<file path="config.mk">
export PLATFORM = sky130hd
export DESIGN_NAME = regfile_scoreboard
export DESIGN_NICKNAME = d
export VERILOG_FILES = /design/src/rtl/regfile_scoreboard_pkg.sv /design/src/rtl/regfile_scoreboard_pending_counter.sv /design/src/rtl/regfile_scoreboard.sv
export SDC_FILE = /design/constraint.sdc
export NUM_CORES = 2
export LEC_CHECK = 0
export ABC_AREA = 0
export BUFFER_PORTS_ARGS = -buffer_cell sky130_fd_sc_hd__clkbuf_2
export CELL_PAD_IN_SITES_DETAIL_PLACEMENT = 2
export CELL_PAD_IN_SITES_GLOBAL_PLACEMENT = 2
export CORE_ASPECT_RATIO = 2
export CORE_UTILIZATION = 44
export DETAILED_ROUTE_END_ITERATION = 10
export PLACE_DENSITY = 0.92
export SYNTH_ARGS = -nofsm -noshare
export SYNTH_HDL_FRONTEND = slang
export SYNTH_HIERARCHICAL = 1
export SYNTH_SLANG_ARGS = --single-unit
</file>
<file path="constraint.sdc">
create_clock -name clock -period 11.2 [get_ports clock]
set_clock_uncertainty 0.05 [all_clocks]
set_input_delay 1.12 -clock clock [delete_from_list [all_inputs] [get_ports clock]]
set_output_delay 1.12 -clock clock [all_outputs]
set_load 0.01 [all_outputs]
</file>
<file path="src/rtl/regfile_scoreboard_pkg.sv">
// Shared types and constants for the register file with pending-write scoreboard.
// Holds index/value types, register roles, shift encodings and the forwarding priority pick.
package regfile_scoreboard_pkg;
  localparam int unsigned IDX_W     = 5;
  localparam int unsigned REG_W     = 32;
  localparam int unsigned NR_DEF    = 32;
  localparam int unsigned FLAGS_IDX = NR_DEF - 1;
  localparam int unsigned PC_IDX    = NR_DEF - 2;
  localparam int unsigned MAX_FWD   = 8;

  typedef logic [IDX_W-1:0] regind_t;
  typedef logic [REG_W-1:0] regval_t;

  typedef enum logic [2:0] {
    SH_NOP,
    SH_LSL,
    SH_LSR,
    SH_ASR,
    SH_ROR
  } shift_op_t;

  localparam shift_op_t NOP = SH_NOP;

  // Lowest set bit wins (channel 0 is the youngest producer); -1 when nothing matches.
  function automatic int fwd_priority(input logic [MAX_FWD-1:0] match);
    int sel;
    sel = -1;
    for (int c = MAX_FWD - 1; c >= 0; c--) begin
      if (match[c]) sel = c;
    end
    return sel;
  endfunction
endpackage

</file>
<file path="src/rtl/regfile_scoreboard_pending_counter.sv">
// Per-register outstanding-write counter: saturating up/down with a sticky underflow flag.
module pending_counter #(
  parameter int unsigned PEND_MAX = 3,
  parameter int unsigned CW       = $clog2(PEND_MAX + 1)
) (
  input  logic          clock,
  input  logic          reset_n,
  input  logic          inc,
  input  logic          dec,
  output logic [CW-1:0] count,
  output logic          underflow
);
  always_ff @(posedge clock or negedge reset_n) begin
    if (!reset_n) begin
      count     <= '0;
      underflow <= 1'b0;
    end else begin
      case ({inc, dec})
        2'b10: if (count != CW'(PEND_MAX)) count <= count + 1'b1;
        2'b01: begin
          if (count == '0) underflow <= 1'b1;
          else             count     <= count - 1'b1;
        end
        default: ;
      endcase
    end
  end
endmodule

</file>
<file path="src/rtl/regfile_scoreboard.sv">
// NR x W register file with prioritised forwarding, write-through reads and a
// per-register pending-write scoreboard that raises hold on unresolved reads.
module regfile_scoreboard
  import regfile_scoreboard_pkg::*;
#(
  parameter int unsigned NR       = NR_DEF,
  parameter int unsigned W        = 32,
  parameter int unsigned NREAD    = 2,
  parameter int unsigned NFWD     = 2,
  parameter int unsigned PEND_MAX = 3,
  parameter logic [W-1:0] RESET_PC = '0
) (
  input  logic                       clock,
  input  logic                       reset_n,
  input  logic [NREAD-1:0]           rd_en,
  input  regind_t [NREAD-1:0]        rd_index,
  output logic [NREAD-1:0][W-1:0]    rd_value,
  input  logic [NFWD-1:0]            fwd_valid,
  input  regind_t [NFWD-1:0]         fwd_index,
  input  logic [NFWD-1:0][W-1:0]     fwd_value,
  input  logic [NFWD-1:0]            fwd_has_upper,
  input  logic [NFWD-1:0][W-1:0]     fwd_upper_value,
  input  logic                       wr_valid,
  input  regind_t                    wr_index,
  input  logic [W-1:0]               wr_value,
  input  logic                       wr_has_upper,
  input  logic [W-1:0]               wr_upper_value,
  input  logic                       claim_valid,
  input  regind_t                    claim_index,
  input  logic                       claim_has_upper,
  output logic                       hold,
  output logic [3:0]                 flags_value,
  output logic [W-1:0]               pc_value,
  output logic                       err_underflow
);
  localparam int unsigned CW   = $clog2(PEND_MAX + 1);
  localparam int          LAST = int'(NR) - 1;
  localparam int unsigned PC_R = NR - 2;

  logic [W-1:0]         r_regs [NR];
  logic [CW-1:0]        w_count [NR];
  logic [NR-1:1]        w_claim_hit;
  logic [NR-1:1]        w_inc;
  logic [NR-1:1]        w_dec;
  logic [NR-1:1]        w_uflow;
  logic                 w_full;
  logic [NREAD-1:0]     w_stall;
  logic [MAX_FWD-1:0]   w_mvec;
  int                   w_sel;

  // True when a (valid, index, has_upper) producer targets register t; index 0 and the
  // upper half of a pair starting at the last register never match.
  function automatic logic hits(input logic v, input regind_t idx, input logic up,
                                input regind_t t);
    return v && (t != '0) &&
           ((idx == t) || (up && int'(idx) != LAST && int'(idx) + 1 == int'(t)));
  endfunction

  always_comb begin
    w_claim_hit = '0;
    w_dec       = '0;
    w_full      = 1'b0;
    for (int r = 1; r < int'(NR); r++) begin
      w_claim_hit[r] = hits(claim_valid, claim_index, claim_has_upper, regind_t'(r));
      w_dec[r]       = hits(wr_valid, wr_index, wr_has_upper, regind_t'(r));
      // A register retiring this cycle nets out with the claim, so it does not block.
      if (w_claim_hit[r] && w_count[r] == CW'(PEND_MAX) && !w_dec[r]) w_full = 1'b1;
    end
    w_inc = w_full ? '0 : w_claim_hit;
  end

  assign w_count[0] = '0;
  for (genvar r = 1; r < NR; r++) begin : g_cnt
    pending_counter #(.PEND_MAX(PEND_MAX), .CW(CW)) u_cnt (
      .clock     (clock),
      .reset_n   (reset_n),
      .inc       (w_inc[r]),
      .dec       (w_dec[r]),
      .count     (w_count[r]),
      .underflow (w_uflow[r])
    );
  end

  always_comb begin
    rd_value = '0;
    w_stall  = '0;
    w_mvec   = '0;
    w_sel    = -1;
    for (int p = 0; p < int'(NREAD); p++) begin
      w_mvec = '0;
      for (int c = 0; c < int'(NFWD); c++) begin
        w_mvec[c] = hits(fwd_valid[c], fwd_index[c], fwd_has_upper[c], rd_index[p]);
      end
      w_sel = fwd_priority(w_mvec);
      if (rd_index[p] == '0) begin
        rd_value[p] = '0;
      end else if (w_sel >= 0) begin
        for (int c = 0; c < int'(NFWD); c++) begin
          if (c == w_sel)
            rd_value[p] = (fwd_index[c] == rd_index[p]) ? fwd_value[c] : fwd_upper_value[c];
        end
      end else if (hits(wr_valid, wr_index, 1'b0, rd_index[p])) begin
        rd_value[p] = wr_value;
      end else if (hits(wr_valid, wr_index, wr_has_upper, rd_index[p])) begin
        rd_value[p] = wr_upper_value;
      end else begin
        rd_value[p] = r_regs[rd_index[p]];
      end
      w_stall[p] = rd_en[p] && (rd_index[p] != '0) && (w_count[rd_index[p]] != '0) && (w_sel < 0);
    end
  end

  always_ff @(posedge clock or negedge reset_n) begin
    if (!reset_n) begin
      for (int r = 0; r < int'(NR); r++) begin
        r_regs[r] <= (r == int'(PC_R)) ? RESET_PC : '0;
      end
    end else if (wr_valid) begin
      if (wr_index != '0) r_regs[wr_index] <= wr_value;
      if (wr_has_upper && int'(wr_index) != LAST) r_regs[wr_index + 1'b1] <= wr_upper_value;
    end
  end

  assign hold          = w_full || (|w_stall);
  assign flags_value   = r_regs[NR-1][3:0];
  assign pc_value      = r_regs[PC_R];
  assign err_underflow = |w_uflow;
endmodule

</file>
==> results.md, run 1 <==
- Pre-CTS setup slack: 3.49 ns
- Largest net degree at the start of global routing: 182
- Hpwl dp: 299 mm
- CTS resizes: 0
- I/O Pins: 336
- Post-synth EDFFs: 0
- Ys async rst share: 1.00
- Halt Reason: [ERROR GRT-0232] Routing congestion too high. Check the congestion heatmap in the GUI.
- Synthesized area: 73,100 um^2
- Synth unique cells: 96
- Initial antenna violation count: 127
- Post-CTS Setup Bufs: 0
- Clock H-tree levels: 3
- Die W: 290 um
- Ys flop type: dfrtp_1
- Clk sinks: 1,117
- Die Height: 578 um
- Port bufs: 335
- Synth area leaders: dfrtp_1 (38%), mux4_2 (17%), o22ai_1 (8.1%), a21oi_1 (6.4%), nor2_1 (5.1%)
- Clk buf depth: 3
- Mapped Cells: 7,614
- Std cell rows: 211
- Total GRT Usage: 0.745
- Post-synth net total: 7,862
- Yosys reg bits: 1,117
- Avg Synthesized Cell Area: 9.60 um^2
- Routability cong.: 1.04
- Synth area leader: dfrtp_1
- Hold buffers post-CTS: 0
- Root buffer cell: clkbuf_16
- Stopping stage: global routing (5_1_grt)
- Share of the synthesized area in the top cell type: 0.383
- Remaining global-route overflow: 9
- CTS buffer count: 107
- Outcome: did not finish
- Ys Warns: 6
- Register area share after synthesis: 0.383
- Initial Utilization: 0.443
-- per-layer routing --
metal,GRT usage,GRT overflow
met3,0.622,1
met1,0.705,1
met4,0.768,4
met2,0.903,3
met5,0.454,0
-- metrics by stage --
step	utilization	cell area [um^2]	hold WS, ns	std cells
global placement	0.462	76200	0.396	9348
CTS	0.485	80100	0.386	9549
floorplan	-	73100	0.369	7614
detailed placement	0.462	76200	0.400	9348
-- kinds of logic after synthesis --
family	synth area share
muxes	0.213
buffers and inverters	0.0540
and+or+nand+nor	0.117
adders and majority gates	0.00240
AOI/OAI and AO/OA	0.225
xor gates and xnor gates	0.00649
DFF	0.383
-- synth_stat cells (11+ instances only) --
library cell	number
nand3_1	69
a22oi_1	150
xor2_1	25
and2_1	11
clkbuf_1	688
a211oi_2	32
ha_1	14
mux2i_1	280
nor2b_2	62
xnor2_1	24
o21ai_1	37
nor4_1	25
inv_1	23
o211ai_1	41
nand2_1	437
a21oi_1	931
nand4_1	19
buf_4	42
a21o_1	49
buf_2	46
and3_1	26
o22ai_1	952
nor2_1	1001
or2b_1	31
mux4_2	546
nand2b_1	49
o21ai_0	200
o21ai_2	31
a21oi_2	31
nor3_1	41
a221o_1	41
buf_1	174
o221ai_1	14
a211o_1	11
a211oi_1	21
a31oi_1	39
nor2b_1	48
dfrtp_1	1117
mux2_2	42
==> inputs of run 2 (changes only) <==
--- a/config.mk
+++ b/config.mk
@@ -7,12 +7,9 @@
 export LEC_CHECK = 0
 export ABC_AREA = 0
 export BUFFER_PORTS_ARGS = -buffer_cell sky130_fd_sc_hd__clkbuf_2
-export CELL_PAD_IN_SITES_DETAIL_PLACEMENT = 2
-export CELL_PAD_IN_SITES_GLOBAL_PLACEMENT = 2
-export CORE_ASPECT_RATIO = 2
-export CORE_UTILIZATION = 44
+export CORE_UTILIZATION = 35
 export DETAILED_ROUTE_END_ITERATION = 10
-export PLACE_DENSITY = 0.92
+export PLACE_DENSITY_LB_ADDON = 0.15
 export SYNTH_ARGS = -nofsm -noshare
 export SYNTH_HDL_FRONTEND = slang
 export SYNTH_HIERARCHICAL = 1
==> run 2 against run 1 <==
Net effect:
- the flow now finishes, with violations (capacitance limit, slew limit)
- synthesized cell count unchanged
- synthesized area unchanged
==> results.md, run 2 <==
- Port bufs: 335 (unchanged)
- Hpwl dp: 247 mm (was 299 mm)
- Global-route wire length before repair: 581 mm
- Largest Register: r_regs
- Vias in the first global route: 69.9k
- Most frequent cells in the layout: dfrtp_1 (1,117), nor2_1 (991), o22ai_1 (951), a21oi_1 (910), mux4_2 (546)
- Sum Neg Setup Slack: 0 ns
- Filler cells: 20.6k
- Leakage: 32.7 nW
- Setup CP Type: in2out
- Type of destination of the critical path: primary output
- Clk buf depth: 3 (unchanged)
- Synth area leaders: dfrtp_1 (38%), mux4_2 (17%), o22ai_1 (8.1%), a21oi_1 (6.4%), nor2_1 (5.1%) (unchanged)
- P_sw: 5.62 mW
- Ys flop type: dfrtp_1 (unchanged)
- Critical path startpoint category: primary input
- Share of the synthesized area in the top cell type: 0.383 (unchanged)
- Critical path's slowest cell: nor2_2
- Initial Utilization: 0.353 (was 0.443)
- Tmin final: 7.48 ns
- Avg Synthesized Cell Area: 9.60 um^2 (unchanged)
- Clock power frac: 0.300
- Root buffer cell: clkbuf_16 (unchanged)
- Sequential share of power: 0.407
- Commonest non-fill, non-tap cell in the layout: dfrtp_1
- Drt drc: 0
- Clock H-tree levels: 4 (was 3)
- Routability cong.: 0.951 (was 1.04)
- Final setup violating endpoints: 0
- CP bufs+invs: 4
- Cell depth of the worst flop-to-flop path: 10
- Total GRT Usage: 0.392
- DR vias: 74.0k
- Starting DRT DRC Count: 11.8k
- Die Height: 459 um (was 578 um)
- Synth area leader: dfrtp_1 (unchanged)
- I/O Pins: 336 (unchanged)
- Die area: 211,000 um^2
- Worst-margin pin slew: 1.56 ns
- Std cell rows: 167 (was 211)
- Hold buffers post-CTS: 0 (unchanged)
- Mapped Cells: 7,614 (unchanged)
- Share of layout cells above drive strength 1: 0.225
- Worst skew pair latency: 0.82 ns
- Pre-CTS setup slack: 4.01 ns (was 3.49 ns)
- DRT antenna net count: 0
- Synth unique cells: 96 (unchanged)
- Die W: 459 um (was 290 um)
- Yosys reg bits: 1,117 (unchanged)
- WP data arrival: 6.31 ns
- Outcome: complete, but fails checks (was did not finish)
- Routed wire per std cell: 41.1 um
- Clk sinks: 1,117 (unchanged)
- F_max: 0.134 GHz
- CTS resizes: 0 (unchanged)
- Nets: 7,631
- Int Pwr: 9.98 mW
- Initial antenna violation count: 36
- Core ar.: 207,000 um^2
- Ys Warns: 6 (unchanged)
- CP max stage delay: 0.96 ns
- Top cell family by delay on the critical path: simple AND/OR/NAND/NOR gates
- Post-synth EDFFs: 0 (unchanged)
- Fin Hold WS: 0.261 ns
- Max-Cap Viols: 3
- Reg2Reg Capture Point: g_cnt[16].u_cnt/count[0]$_DFFE_PN0P_
- CTS buffer count: 141 (was 107)
- Reg2reg start: g_cnt[17].u_cnt/count[1]$_DFFE_PN0P_
- Peak supply drop: 140 uV
- Comb pwr share: 0.293
- Hold Crit Class: in2async
- Largest net degree at the start of global routing: 162
- Power per cell area: 191 nW/um^2
- Final wirelength: 423 mm
- Fraction of the cycle the final worst path needs: 0.668
- Register area share after synthesis: 0.383 (unchanged)
- Count leader, synth: dfrtp_1 (unchanged)
- Max-slew violation count: 50
- Number of flip-flops in the largest register: 988
- Crit Path Max Fanout: 27
- Setup WS post-layout: 3.72 ns
- Post-synth net total: 7,862 (unchanged)
- Top cells by count, synth: dfrtp_1 (1,117), nor2_1 (1,001), o22ai_1 (952) (unchanged)
- Worst-path clk slew: 0.06 ns
- Area Growth Syn to Fin: 11.9%
- Failing checks: capacitance limit, slew limit
- Flop2flop setup slack: 7.85 ns
- Switching Share: 0.360
- CTS tree: yes
- Post-CTS Setup Bufs: 0 (unchanged)
- Rel. slew slack: -0.0435
- Worst EP required: 10.03 ns
- Ys async rst share: 1.00 (unchanged)
- Remaining global-route overflow: 0
- Drt pass-1 iters: 10
- Via/cell ratio: 7.19
- RSZ-0062 raised after global routing: no
- Synthesized area: 73,100 um^2 (unchanged)
- Critical path, cell by cell: clkbuf_2 -> ha_1 -> buf_4 -> and3_1 -> ha_1 -> or3b_1 -> nor2_2 -> o21ai_2 -> inv_1 -> or3_1 -> and4_1 -> nand3_1 -> or3_1 -> clkbuf_2
- Final hold violation count: 0
-- run 2: layer usage --
| metal | vias up | track usage | wire length, um |
|---|---|---|---|
| li1 | 28310 | - | - |
| met1 | 37767 | 0.499 | 157000 |
| met2 | 6354 | 0.540 | 173000 |
| met3 | 1565 | 0.162 | 60300 |
| met4 | 24 | 0.266 | 32800 |
| met5 | - | 0.00436 | 169 |
-- run 2: worst max-delay path by stage --
stage                      startpoint  cells after the start  slack [ns]   end
after detailed placement  wr_index[0]                     14        4.01  hold
after global routing      wr_index[1]                     14        3.75  hold
final                     wr_index[1]                     14        3.72  hold
after floorplan           wr_index[0]                     16        5.25  hold
after global placement    wr_index[0]                     14        4.07  hold
after CTS                 wr_index[0]                     14        4.00  hold
-- run 2: per-stage QoR --
step / total power, mW / instance area (um^2) / util / cells
2_1_floorplan: 9.04 / 73100 / - / 7614
3_3_place_gp: 10.7 / 77200 / 0.372 / 10028
3_5_place_dp: 10.8 / 77200 / 0.372 / 10028
4_1_cts: 15.4 / 81700 / 0.394 / 10276
5_1_grt: 16.2 / 81700 / 0.394 / 10280
6_report: 15.6 / 81800 / 0.395 / 10302
-- run 2: cell families after synthesis --
family          synth area share
mux                        0.213
xor+xnor                 0.00649
simple gates               0.117
flops                      0.383
compound gates             0.225
fa+ha+maj                0.00240
buf+inv                   0.0540
-- run 2: power groups by stage --
stage / sequential, mW / combinational (mW) / clock, mW
floorplan: 5.93 / 3.11 / 0
global placement: 6.29 / 4.38 / 0
detailed placement: 6.35 / 4.44 / 0
CTS: 6.29 / 4.46 / 4.69
global route: 6.48 / 4.84 / 4.84
finish: 6.35 / 4.57 / 4.68
-- run 2: layout make-up --
class | instances | area [um^2] | area share
Clock inverter | 31 | 348 | 0.00425
Antenna cell | 26 | 65.1 | 0.000795
Multi-Input combinational cell | 5509 | 41800 | 0.512
Clock buffer | 217 | 4220 | 0.0516
Inverter | 32 | 130 | 0.00159
Tap cell | 2788 | 3490 | 0.0426
Sequential cell | 1117 | 28000 | 0.342
Timing Repair Buffer | 582 | 3740 | 0.0458
-- run 2: worst reg2reg max path, cell delays in order (launching register included) --
cell	delay, ns
dfrtp_1	0.49
o2111ai_1	0.16
a211oi_1	0.07
a31o_1	0.22
or4_1	0.43
buf_4	0.23
or4b_4	0.67
nor4b_2	0.49
nor2b_2	0.10
a211oi_2	0.25
a21oi_2	0.05
Power figures use the tool's default switching activity.
